**src/rtl/rf_wb_arbiter.sv**
```systemverilog
// Write-back arbiter for the register file's single write port: round-robin
// grant between ALU and LSU, registered write stage, read-hazard forwarding flags, halt sequencing.
module rf_wb_arbiter #(
  parameter int unsigned DW      = 32,
  parameter int unsigned AW      = 5,
  parameter int unsigned CNT_W   = 16,
  parameter int unsigned DROP_R0 = 1
) (
  input  logic             CLK,
  input  logic             RST_N,
  input  logic             HLT,
  input  logic             A_VALID,
  output logic             A_READY,
  input  logic [AW-1:0]    A_DR,
  input  logic [DW-1:0]    A_DATA,
  input  logic             L_VALID,
  output logic             L_READY,
  input  logic [AW-1:0]    L_DR,
  input  logic [DW-1:0]    L_DATA,
  input  logic [AW-1:0]    SR1,
  input  logic [AW-1:0]    SR2,
  output logic             RegW,
  output logic [AW-1:0]    DR,
  output logic [DW-1:0]    Reg_In,
  output logic             FWD1,
  output logic             FWD2,
  output logic [DW-1:0]    FWD_DATA,
  output logic             HALTED,
  output logic [CNT_W-1:0] CONFLICT_CNT
);

  typedef enum logic [1:0] {S_RUN, S_DRAIN, S_HALTED} state_t;

  state_t          state, state_nx;
  logic            pri;
  logic            run_ok, accept;
  logic [AW-1:0]   acc_dr;
  logic [DW-1:0]   acc_data;

  always_comb begin
    run_ok   = (state == S_RUN) && !HLT;
    // pri=1 prefers LSU; a lone requester always wins
    L_READY  = run_ok && L_VALID && (!A_VALID || pri);
    A_READY  = run_ok && A_VALID && (!L_VALID || !pri);
    accept   = A_READY || L_READY;
    acc_dr   = L_READY ? L_DR   : A_DR;
    acc_data = L_READY ? L_DATA : A_DATA;

    state_nx = state;
    case (state)
      S_RUN:    if (HLT) state_nx = S_DRAIN;
      S_DRAIN:  state_nx = HLT ? S_HALTED : S_RUN;
      S_HALTED: if (!HLT) state_nx = S_RUN;
      default:  state_nx = S_RUN;
    endcase
  end

  always_ff @(posedge CLK or negedge RST_N) begin
    if (!RST_N) begin
      state        <= S_RUN;
      pri          <= 1'b1;
      HALTED       <= 1'b0;
      RegW         <= 1'b0;
      DR           <= '0;
      Reg_In       <= '0;
      FWD1         <= 1'b0;
      FWD2         <= 1'b0;
      FWD_DATA     <= '0;
      CONFLICT_CNT <= '0;
    end else begin
      state  <= state_nx;
      HALTED <= (state_nx == S_HALTED);

      if (L_READY)      pri <= 1'b0;
      else if (A_READY) pri <= 1'b1;

      // Acceptance only happens in RUN, so the resulting write always lands
      // in RUN or DRAIN and is never swallowed by a halt.
      RegW <= accept && !((DROP_R0 != 0) && (acc_dr == '0));
      if (accept) begin
        DR     <= acc_dr;
        Reg_In <= acc_data;
      end

      // The register file reads old data on the write edge; flag that read.
      FWD1     <= RegW && (DR == SR1);
      FWD2     <= RegW && (DR == SR2);
      FWD_DATA <= Reg_In;

      if (run_ok && A_VALID && L_VALID && (CONFLICT_CNT != '1))
        CONFLICT_CNT <= CONFLICT_CNT + CNT_W'(1);
    end
  end

endmodule

```
**config.mk**
```make
export PLATFORM = sky130hd
export DESIGN_NAME = rf_wb_arbiter
export DESIGN_NICKNAME = d
export VERILOG_FILES = /design/src/rtl/rf_wb_arbiter.sv
export SDC_FILE = /design/constraint.sdc
export NUM_CORES = 1
export LEC_CHECK = 0
export CORE_MARGIN = 2
export CORE_UTILIZATION = 40
export DETAILED_ROUTE_END_ITERATION = 8
export PLACE_DENSITY_LB_ADDON = 0.3
export SYNTH_ARGS = -nofsm -noshare
export SYNTH_HDL_FRONTEND = slang
export SYNTH_SLANG_ARGS = --single-unit
```
**constraint.sdc**
```tcl
create_clock -name CLK -period 2.4 [get_ports CLK]
set_input_delay 0.36 -clock CLK [delete_from_list [all_inputs] [get_ports CLK]]
set_output_delay 0.36 -clock CLK [all_outputs]
set_load 0.01 [all_outputs]
```
==> metrics.txt <==
outcome=complete, no violations; Hold WS=between 0.4 and 0.5 ns; Yosys warning count=0; synthesized cell area=3674 um2; CP Cell Sequence=clkdlybuf4s50_1, nor4b_4, o21ai_4, inv_1, clkdlybuf4s50_1; Final Hold Vio Count=0; placer congestion estimate=0.8808; total power=6.231 mW; Area contributors post-synth=dfrtp_1 (62%), mux2i_1 (10%), xor2_1 (5.5%); cell type with the largest total area after synthesis=dfrtp_1; clock skew=about 0.015 ns; register area share after synthesis=62.70%; final setup TNS=0 ns; I/O Pins=between 150 and 200; ratio of cells with drive above 1 in the final layout=5.955%; worst stage delay on the critical path=0.57 ns; startpoint types=input port; DRT antenna net count=0; Clock Path Buffers=2; Cell Area, Placed=5609 um2; WL/cell=approximately 16 um; Clock Latency Late Sink=0.35 ns; largest net degree at the start of global routing=77; number of global-route vias before repair=2938; DR iter-0 viols=approximately 120; met1 usage=23.86%; Fmax achieved=around 430 MHz; Design Area, Final=between 5000 and 6000 um2; maximum VDD drop=0.0005549 V; Vias=2947; PD cells=roughly 1100 nW/um2; Top Usage Layer GRT=met2; clock buffers created by TritonCTS=9; P_leak=2.687 nW; Post-Syn Instances=301; syn_area_per_cell=between 10 and 15 um2; Setup Viol. Count Final=0; R2R cell count=5; # clock sinks=92; crit path max fanout=5; first-pass GRT wire length=~15000 um; die footprint=9966 um2; synth unique cells=29; Top cell by count, worst path=clkdlybuf4s50_1; count leader, synth=dfrtp_1; Syn Nets=391; Setup Fix Bufs, Post-CTS=0; DRC=0; Total GRT Usage=between 10% and 20%; antenna violations before repair=0; WP data arrival=around 2 ns; flops & latches, synth=92; RSZ-0062 raised after global routing=no; post-route minimum period=2.319 ns; Worst setup EP type=output pin; Die W=99.83 um; first-pass iteration count of the detailed router=4; Synth top cells by count=dfrtp_1 (91), nor2_1 (42), a21oi_1 (37), mux2i_1 (37), xor2_1 (23); max-slew violation count=0; clock-pin slew on the worst setup and hold paths=0.09 ns; number of I/O port buffers=roughly 180; M2 GR Usage=between 30% and 40%; GR met3 Demand/Resource=4.944%; CTS tree=done; starting density of the core=41.72%; Final HPWL DP=7058 um; Die Height=99.83 um; GRT overflow=0; Slew @ Worst Pin=0.7210 ns; WS Path Type=in2out; Hold Path Cell Cnt=0; final wirelength=a little under 10000 um; ant diodes=0; Main synth FF type=dfrtp_1; share of the synthesized area in the top cell type=61.99%; H-tree depth=3; Critical Path RT=~2 ns; Core Footprint=between 8000 and 9000 um2; number of max-cap violations=0; Slowest-stage cell, CP=clkdlybuf4s50_1; Hold/Removal Path Class=reg2reg; synthesis-to-finish area growth=58.72%; Nets=573; period utilization=96.62%; Post-synth ARST share=100.0%; via/cell ratio=between 4 and 5; FP Rows=34; CTS root buf=clkbuf_8; Max transition margin=51.94%; number of flops mapped to enable cells by yosys=0
## per-layer routing
| layer | up-vias | wire, um |
|---|---|---|
| li1 | 1404 | - |
| met1 | 1405 | 3791 |
| met2 | 123 | 4899 |
| met3 | 15 | 689 |
| met4 | 0 | 243 |
| met5 | - | 0 |
## power by group
group	leakage, nW	total, mW	switching [mW]	internal (mW)
sequential	1.07	2.60	0.412	2.19
clock	0.109	1.12	0.537	0.583
combinational	1.51	2.51	0.991	1.52
total	2.69	6.23	1.94	4.29
## critical path: cells and delay by family
kind | cells | cell delay (ns)
AO/OA/AOI/OAI | 1 | 0.09
AND/OR/NAND/NOR | 1 | 0.34
buffers and inverters | 3 | 1.16
## final cells by class
class,instances,area [um2]
Clock buffer,9,123.9
Clock inverter,6,87.58
Fill cell,720,2975
Inverter,4,15.01
Multi-Input combinational cell,192,1311
Sequential cell,92,2303
Tap cell,108,135.1
Timing Repair Buffer,184,1854
## through the flow
step / utilization, % / worst slack [ns] / instances
after global placement: 63.70 / 0.04121 / 579
final: 66.21 / 0.08103 / 595
after floorplan: - / 0.6848 / 301
after global routing: 66.21 / 0.01145 / 595
after CTS: 66.21 / 0.01915 / 595
after detailed placement: 63.70 / 0.02327 / 579
## cell usage in the layout (no fill, tap or decap), types with 2 or more instances in the layout
master,count
nand2_1,6
nor4_2,2
buf_4,3
buf_12,2
dfrtp_1,91
clkinv_2,2
nor2_1,42
inv_1,4
clkbuf_8,9
nand3_1,5
nor4_1,5
and3_1,3
xor2_1,23
mux2i_1,37
and4_1,3
nor3b_1,4
and2_1,2
nand4_1,4
bufinv_16,2
nor3_1,5
a21oi_1,37
or4_1,2
xnor2_1,3
clkdlybuf4s50_1,178
## path summary, 6_finish.rpt
check / from / end / slack, ns
worst min register to register: Reg_In[17] / FWD_DATA[17] / 0.40
worst min-delay path: Reg_In[17] / FWD_DATA[17] / 0.40
max in group asynchronous: RST_N / DR[4] / 1.24
worst max-delay path: HLT / L_READY / 0.08
min in group asynchronous: RST_N / CONFLICT_CNT[0] / 0.49
worst max register to register: CONFLICT_CNT[0] / CONFLICT_CNT[1] / 0.43
## registers in the layout, summed over array words and instances (netlist names)
name	count
RegW	1
DR	5
HALTED	1
Reg_In	32
CONFLICT_CNT	16
FWD_DATA	32
FWD1	1
state	2
FWD2	1
pri	1
## what timing repair did
action | in CTS | in global routing
resized for setup | 0 | 0
endpoints found under the hold margin | 31 | 0
endpoints found under the setup margin | 0 | 1
hold buffers | 1 | 0
## cell families after synthesis
| logic type | Yosys count | synth area share (%) |
|---|---|---|
| compound gates | 39 | 5.347 |
| xor+xnor | 26 | 6.199 |
| fa+ha+maj | 1 | 0.3405 |
| buf+inv | 17 | 2.043 |
| flops | 92 | 62.70 |
| mux | 38 | 10.39 |
| simple gates | 88 | 12.98 |
No activity file was read; power rests on OpenSTA's default activity.
